===== config.mk =====
export PLATFORM = sky130hd
export DESIGN_NAME = issue_unit_flat
export DESIGN_NICKNAME = d
export VERILOG_FILES = /design/src/rtl/issue_unit_pkg.sv /design/src/rtl/issue_unit_if.sv /design/src/rtl/issue_unit_rr_arb2.sv /design/src/rtl/issue_unit.sv /design/src/flat_wrapper.sv
export SDC_FILE = /design/constraint.sdc
export NUM_CORES = 1
export LEC_CHECK = 0
export ABC_AREA = 1
export BUFFER_PORTS_ARGS = -buffer_cell sky130_fd_sc_hd__buf_4
export CAP_MARGIN = 20
export CORE_ASPECT_RATIO = 1.1
export CORE_MARGIN = 2
export CORE_UTILIZATION = 30
export CTS_BUF_LIST = sky130_fd_sc_hd__clkbuf_16
export DETAILED_ROUTE_END_ITERATION = 10
export PLACE_DENSITY = 0.49
export SETUP_SLACK_MARGIN = 0.02
export SLEW_MARGIN = 20
export SYNTH_ARGS = -nofsm -noshare
export SYNTH_HDL_FRONTEND = slang
export SYNTH_HIERARCHICAL = 1
export SYNTH_SLANG_ARGS = --single-unit

===== constraint.sdc =====
create_clock -name clock -period 2.08 [get_ports clock]
set_clock_uncertainty 0.1 [all_clocks]
set_input_delay 0.208 -clock clock [delete_from_list [all_inputs] [get_ports clock]]
set_output_delay 0.208 -clock clock [all_outputs]
set_load 0.05 [all_outputs]

===== src/rtl/issue_unit_pkg.sv =====
// Shared issue/CDB definitions: CDB source codes, default unit latencies and
// the per-slot payload of the CDB reservation ring.
package issue_unit_pkg;

  typedef logic [1:0] cdb_src_t;

  localparam cdb_src_t CDB_SRC_INTA = 2'd0;
  localparam cdb_src_t CDB_SRC_INTB = 2'd1;
  localparam cdb_src_t CDB_SRC_LDST = 2'd2;
  localparam cdb_src_t CDB_SRC_MUL  = 2'd3;

  // Default latencies, shared with the execution units.
  localparam int unsigned INT_LAT        = 1;
  localparam int unsigned LDST_LAT_DEF   = 2;
  localparam int unsigned MUL_LAT_DEF    = 4;
  localparam int unsigned STARVE_MAX_DEF = 4;

  // One reservation-ring slot: CDB reserved, and by whom.
  typedef struct packed {
    logic     valid;
    cdb_src_t src;
  } slot_t;

endpackage


===== src/rtl/issue_unit_if.sv =====
// Issue-queue / issue-unit / CDB handshake bundle.
//   master: issue queues side (drives ready + stall, observes grants + CDB)
//   slave : issue_unit side   (observes ready + stall, drives grants + CDB)
interface issue_unit_if;
  import issue_unit_pkg::*;

  logic     issueque_ready_int_A;
  logic     issueque_ready_int_B;
  logic     issueque_ready_ld_st;
  logic     issueque_ready_mul;
  logic     issue_stall;
  logic     issue_int_A;
  logic     issue_int_B;
  logic     issue_ld_st;
  logic     issue_mul;
  logic     cdb_valid;
  cdb_src_t cdb_src;

  modport master (
    output issueque_ready_int_A, issueque_ready_int_B, issueque_ready_ld_st,
           issueque_ready_mul, issue_stall,
    input  issue_int_A, issue_int_B, issue_ld_st, issue_mul, cdb_valid, cdb_src
  );

  modport slave (
    input  issueque_ready_int_A, issueque_ready_int_B, issueque_ready_ld_st,
           issueque_ready_mul, issue_stall,
    output issue_int_A, issue_int_B, issue_ld_st, issue_mul, cdb_valid, cdb_src
  );

endinterface


===== src/rtl/issue_unit_rr_arb2.sv =====
// 2-way round-robin arbiter for the integer queues.
//   clock, reset : clock, synchronous active-high reset
//   req[0]/[1]   : queue A / queue B request
//   en           : grants allowed this cycle
//   gnt_c        : combinational one-hot grant
// The pointer favours A after reset and flips to the other queue after each grant.
module issue_rr_arb2 (
  input  logic       clock,
  input  logic       reset,
  input  logic [1:0] req,
  input  logic       en,
  output logic [1:0] gnt_c
);

  logic ptr_q;  // 0: A has priority, 1: B has priority

  always_comb begin
    gnt_c = 2'b00;
    if (en) begin
      case (req)
        2'b01:   gnt_c = 2'b01;
        2'b10:   gnt_c = 2'b10;
        2'b11:   gnt_c = ptr_q ? 2'b10 : 2'b01;
        default: gnt_c = 2'b00;
      endcase
    end
  end

  always_ff @(posedge clock) begin
    if (reset)         ptr_q <= 1'b0;
    else if (gnt_c[0]) ptr_q <= 1'b1;
    else if (gnt_c[1]) ptr_q <= 1'b0;
  end

endmodule


===== src/rtl/issue_unit.sv =====
// Issue scheduler for int A, int B, ld/st and mul queues sharing one CDB.
//   clock, reset : clock, synchronous active-high reset
//   bus (slave)  : queue ready flags + stall in; grants (combinational) and
//                  registered cdb_valid/cdb_src out
// A reservation ring (slot k = CDB busy k cycles from now) keeps the
// fixed-latency units off each other's CDB cycles; starve counters stop mul
// from monopolising the ring.
module issue_unit
  import issue_unit_pkg::*;
#(
  parameter int unsigned LDST_LAT   = LDST_LAT_DEF,
  parameter int unsigned MUL_LAT    = MUL_LAT_DEF,
  parameter int unsigned STARVE_MAX = STARVE_MAX_DEF
) (
  input  logic    clock,
  input  logic    reset,
  issue_unit_if.slave bus
);

  localparam int unsigned STARVE_W = $clog2(STARVE_MAX + 1);
  localparam logic [STARVE_W-1:0] STARVE_LIM = STARVE_W'(STARVE_MAX);

  slot_t               slots_q [1:MUL_LAT];
  slot_t               slots_d [1:MUL_LAT];
  logic                cdb_valid_q, cdb_valid_d;
  cdb_src_t            cdb_src_q, cdb_src_d;
  logic [STARVE_W-1:0] cnt_int_q, cnt_int_d, cnt_ldst_q, cnt_ldst_d;
  logic                starved_int_q, starved_int_d, starved_ldst_q, starved_ldst_d;

  logic       grant_ok;
  logic [1:0] int_gnt;
  logic       int_any, int_ready, ldst_gnt, mul_gnt;

  // Grant logic
  assign grant_ok  = !reset && !bus.issue_stall;
  assign int_ready = bus.issueque_ready_int_A || bus.issueque_ready_int_B;
  assign int_any   = |int_gnt;
  assign ldst_gnt  = grant_ok && bus.issueque_ready_ld_st && !slots_q[LDST_LAT].valid;
  assign mul_gnt   = grant_ok && bus.issueque_ready_mul && !starved_int_q && !starved_ldst_q;

  issue_rr_arb2 u_int_arb (
    .clock (clock),
    .reset (reset),
    .req   ({bus.issueque_ready_int_B, bus.issueque_ready_int_A}),
    .en    (grant_ok && !slots_q[1].valid),
    .gnt_c (int_gnt)
  );

  assign bus.issue_int_A = int_gnt[0];
  assign bus.issue_int_B = int_gnt[1];
  assign bus.issue_ld_st = ldst_gnt;
  assign bus.issue_mul   = mul_gnt;
  assign bus.cdb_valid   = cdb_valid_q;
  assign bus.cdb_src     = cdb_src_q;

  // Ring shift plus new reservations; int results bypass the ring (latency 1).
  always_comb begin
    for (int unsigned k = 1; k < MUL_LAT; k++) begin
      slots_d[k] = slots_q[k+1];
      if (ldst_gnt && k == LDST_LAT - 1) slots_d[k] = '{valid: 1'b1, src: CDB_SRC_LDST};
    end
    slots_d[MUL_LAT] = '0;
    if (mul_gnt) slots_d[MUL_LAT-1] = '{valid: 1'b1, src: CDB_SRC_MUL};

    cdb_valid_d = slots_q[1].valid || int_any;
    cdb_src_d   = slots_q[1].src;
    if (int_gnt[0]) cdb_src_d = CDB_SRC_INTA;
    if (int_gnt[1]) cdb_src_d = CDB_SRC_INTB;
  end

  // Starvation tracking; frozen while stalled. While not stalled, a ready
  // class can only be denied by a reservation.
  always_comb begin
    cnt_int_d      = cnt_int_q;
    cnt_ldst_d     = cnt_ldst_q;
    starved_int_d  = starved_int_q;
    starved_ldst_d = starved_ldst_q;
    if (!bus.issue_stall) begin
      if (int_any || !int_ready)     cnt_int_d = '0;
      else if (cnt_int_q != STARVE_LIM) cnt_int_d = cnt_int_q + STARVE_W'(1);
      if (int_any)                   starved_int_d = 1'b0;
      else if (cnt_int_d == STARVE_LIM) starved_int_d = 1'b1;

      if (ldst_gnt || !bus.issueque_ready_ld_st) cnt_ldst_d = '0;
      else if (cnt_ldst_q != STARVE_LIM)         cnt_ldst_d = cnt_ldst_q + STARVE_W'(1);
      if (ldst_gnt)                      starved_ldst_d = 1'b0;
      else if (cnt_ldst_d == STARVE_LIM) starved_ldst_d = 1'b1;
    end
  end

  always_ff @(posedge clock) begin
    if (reset) begin
      for (int unsigned k = 1; k <= MUL_LAT; k++) slots_q[k] <= '0;
      cdb_valid_q    <= 1'b0;
      cdb_src_q      <= CDB_SRC_INTA;
      cnt_int_q      <= '0;
      cnt_ldst_q     <= '0;
      starved_int_q  <= 1'b0;
      starved_ldst_q <= 1'b0;
    end else begin
      for (int unsigned k = 1; k <= MUL_LAT; k++) slots_q[k] <= slots_d[k];
      cdb_valid_q    <= cdb_valid_d;
      cdb_src_q      <= cdb_src_d;
      cnt_int_q      <= cnt_int_d;
      cnt_ldst_q     <= cnt_ldst_d;
      starved_int_q  <= starved_int_d;
      starved_ldst_q <= starved_ldst_d;
    end
  end

  // A grant must never land on an already reserved CDB slot.
  always_ff @(posedge clock) begin
    if (!reset) begin
      assert (!(int_any && slots_q[1].valid));
      assert (!(ldst_gnt && slots_q[LDST_LAT].valid));
      assert (!(mul_gnt && slots_q[MUL_LAT].valid));
    end
  end

endmodule


===== src/flat_wrapper.sv =====
// flat-port wrapper written by rule: the top's interface ports become plain ports
module issue_unit_flat import issue_unit_pkg::*;
#(
  parameter int unsigned LDST_LAT   = LDST_LAT_DEF,
  parameter int unsigned MUL_LAT    = MUL_LAT_DEF,
  parameter int unsigned STARVE_MAX = STARVE_MAX_DEF
)
  (clock, reset, bus_issueque_ready_int_A, bus_issueque_ready_int_B, bus_issueque_ready_ld_st, bus_issueque_ready_mul, bus_issue_stall, bus_issue_int_A, bus_issue_int_B, bus_issue_ld_st, bus_issue_mul, bus_cdb_valid, bus_cdb_src);
  issue_unit_if bus_i ();
  input  logic clock;
  input  logic reset;
  input wire logic [$bits(bus_i.issueque_ready_int_A)-1:0] bus_issueque_ready_int_A;
  input wire logic [$bits(bus_i.issueque_ready_int_B)-1:0] bus_issueque_ready_int_B;
  input wire logic [$bits(bus_i.issueque_ready_ld_st)-1:0] bus_issueque_ready_ld_st;
  input wire logic [$bits(bus_i.issueque_ready_mul)-1:0] bus_issueque_ready_mul;
  input wire logic [$bits(bus_i.issue_stall)-1:0] bus_issue_stall;
  output wire logic [$bits(bus_i.issue_int_A)-1:0] bus_issue_int_A;
  output wire logic [$bits(bus_i.issue_int_B)-1:0] bus_issue_int_B;
  output wire logic [$bits(bus_i.issue_ld_st)-1:0] bus_issue_ld_st;
  output wire logic [$bits(bus_i.issue_mul)-1:0] bus_issue_mul;
  output wire logic [$bits(bus_i.cdb_valid)-1:0] bus_cdb_valid;
  output wire logic [$bits(bus_i.cdb_src)-1:0] bus_cdb_src;
  assign bus_i.issueque_ready_int_A = bus_issueque_ready_int_A;
  assign bus_i.issueque_ready_int_B = bus_issueque_ready_int_B;
  assign bus_i.issueque_ready_ld_st = bus_issueque_ready_ld_st;
  assign bus_i.issueque_ready_mul = bus_issueque_ready_mul;
  assign bus_i.issue_stall = bus_issue_stall;
  assign bus_issue_int_A = bus_i.issue_int_A;
  assign bus_issue_int_B = bus_i.issue_int_B;
  assign bus_issue_ld_st = bus_i.issue_ld_st;
  assign bus_issue_mul = bus_i.issue_mul;
  assign bus_cdb_valid = bus_i.cdb_valid;
  assign bus_cdb_src = bus_i.cdb_src;
  issue_unit #(.LDST_LAT(LDST_LAT), .MUL_LAT(MUL_LAT), .STARVE_MAX(STARVE_MAX)) u_core (.clock(clock), .reset(reset), .bus(bus_i));
endmodule

==> impl_metrics.tcl <==
set metrics [dict create \
    status "complete, no violations" \
    finalCritPeriodShare_pct 74.4 \
    p_switching_uw 193 \
    max_freq_mhz 646 \
    grt_max_degree 12 \
    hp-class "in2reg" \
    synth_cells 116 \
    grt_pass1_vias 725 \
    antenna_found_initial 0 \
    arrival_ps 1240 \
    cts_root_buffer "clkbuf_16" \
    regArea_um2 320 \
    synth_nets 127 \
    path_clk_slew_ps 50 \
    critPathLaunchType "primary input" \
    worst_setup_path_end_kind "primary output" \
    crit_required_ps 1770 \
    wl_per_cell_um 10.9 \
    setup_viol 0 \
    dpl_worst_slack_ps 379 \
    synth-compound-area-share_pct 12.8 \
    fin_area_um2 1030 \
    die_y_um 58.8 \
    synth_top_family_by_area "simple AND/OR/NAND/NOR gates" \
    synth_area_um2 818 \
    gp_congestion 0.802 \
    setup.worst_path.class "in2out" \
    drtAntennaViolNets 0 \
    multiInputGateArea_um2 398 \
    drv_cap 0 \
    power_frac_comb_pct 12.3 \
    synth-seq-cells 16 \
    viasPerCell 4.45 \
    layout_setup_ws_ps 532 \
    final_nets 144 \
    clk_latency_ps 250 \
    holdWs_ps 116 \
    setup_tns_ps 0 \
    io_pins 14 \
    min_period_ps 1550 \
    cts_buffers 3 \
    drc 0 \
    path_max_fanout 11 \
    synthToLayoutAreaGrowth_pct 25.4 \
    slew_headroom_pct 85.5 \
    tightest_slew_ps 215 \
    synth_xor_area_share_pct 0 \
    wirelength_mm 1.78 \
    ir_worst_vdd_mv 0.592 \
    yosys.area_share.adder_pct 6.12 \
    power.density_nw_per_um2 778 \
    grt_overflow 0 \
    routed-via-count 726 \
    diodes 0 \
    fillers 271 \
    finalHoldViolCount 0 \
    core-area_um2 2540 \
    synth_mux_area_share_pct 0 \
    rsz0062_at_grt "false" \
    yosysUniqueCellTypes 21 \
    ctsHoldBuffers 0 \
    synth_warnings 6 \
    cts_tree "built" \
    dpl_cell_area_um2 947 \
    first_pass_iters 4 \
    drtIter0Drc 18 \
    dp_hpwl_mm 1.39 \
    finalMaxSlewViolations 0 \
    avgSynthCellArea_um2 7.05 \
    ys_seq_area_share_pct 39.1 \
    grt_pass1_wl_mm 3.09 \
    pwr-share-seq_pct 40.3 \
    grt_usage_pct 14.1 \
    num_rows 19 \
    clock_path_buffers 2 \
    post_cts_buffers 0 \
    cts_resized 0 \
    io_buffers 13 \
    start_util_pct 32.2 \
    die-area_um2 3160 \
    synthSimpleGateAreaFrac_pct 29.2 \
    power.leakage_uw 0.000470 \
    drive_gt1_share_pct 21.2 \
    p_clk_share_pct 47.4 \
    cts.sinks 16 \
    die_w_um 53.8 \
    cts.htree.levels 1 \
    switching_share_pct 24.2 \
    intPower_uw 604 \
]
==> cell usage after synthesis <==
cell type  count  area, µm²
a21oi_2        2       17.5
nor3_1         1       5.00
ha_1           4       50.1
a21oi_4        1       16.3
nor2_2         2       12.5
nor2_4         1       11.3
dfxtp_1       16        320
a21oi_1        5       25.0
o21ai_1        1       5.00
nand3_1       11       55.1
nand2_1       27        101
inv_4          1       6.26
buf_6          1       11.3
nor2_1        11       41.3
clkinv_1       1       3.75
inv_2          2       7.51
nand2_2        2       12.5
o31ai_1        1       7.51
o22ai_1        3       18.8
inv_1         20       75.1
o21ai_0        3       15.0
==> kinds of logic after synthesis <==
logic type | Yosys count
simple gates | 55
buf+inv | 25
compound gates | 16
flops | 16
fa+ha+maj | 4
==> per-layer routing <==
| layer | GRT usage, % | part of all wire, % |
|---|---|---|
| met1 | 17.2 | 47 |
| met4 | 9.89 | 3.0 |
| met2 | 20.6 | 46 |
| met3 | 4.57 | 4.0 |
| met5 | 0 | 0 |
==> per-stage QoR <==
stage	instances	util, %	power (µW)
3_5_place_dp	159	37.2	426
5_1_grt	163	40.3	831
2_1_floorplan	116	-	395
4_1_cts	163	40.3	808
6_report	163	40.3	798
3_3_place_gp	159	37.2	425
==> layout make-up <==
| class | instances | share of cell area [%] |
|---|---|---|
| Clock inverter | 1 | 0.366 |
| Clock buffer | 3 | 7.32 |
| Timing Repair Buffer | 13 | 9.51 |
| Sequential cell | 16 | 31.2 |
| Tap cell | 31 | 3.78 |
| Multi-Input combinational cell | 75 | 38.8 |
| Inverter | 24 | 9.02 |
==> final timing paths <==
kind / depth (start not counted) / to / slack, ps / start
worst max register to register: 10 / u_core/starved_int_q / 660 / u_core/slots_q[0][2]
worst min register to register: 2 / u_core/slots_q[0][4] / 300 / u_core/slots_q[0][7]
worst max-delay path: 7 / bus_issue_int_B / 530 / reset
worst min-delay path: 2 / u_core/u_int_arb/ptr_q / 120 / reset
==> power by group through the flow <==
stage          Sequential, µW  Combinational (µW)  Clock [µW]
2_1_floorplan             335                60.4           0
3_3_place_gp              327                97.5           0
3_5_place_dp              327                98.7           0
4_1_cts                   321                98.9         389
5_1_grt                   322                 109         401
6_report                  321                98.1         378
==> worst max-delay path: stages <==
cell and delay [ps]:
buf_4 160, nor2_4 160, inv_4 80, nor2_1 140, nand2_1 100, a21oi_2 160
buf_4 220
==> flip-flops by register name, summed over array words and instances, names as in the netlist <==
register	flops
u_core/slots_q	4
u_core/cnt_int_q	3
u_core/cnt_ldst_q	3
u_core/bus.cdb_src	2
u_core/bus.cdb_valid	1
u_core/starved_int_q	1
u_core/starved_ldst_q	1
u_core/u_int_arb/ptr_q	1
==> placed cells by master (no fill, tap or decap) <==
master,count
nand3_1,11
a21oi_4,1
o31ai_1,1
clkinv_1,2
o21ai_0,3
a21oi_2,3
nor2_2,2
nor3_1,1
a21oi_1,4
ha_1,4
clkbuf_16,3
o21ai_1,1
o22ai_1,3
dfxtp_1,16
inv_1,20
nand2_2,2
inv_2,2
buf_4,13
inv_4,1
nand2_1,27
nor2_1,11
nor2_4,1
Note: power is estimated with default switching activity, not from simulation.
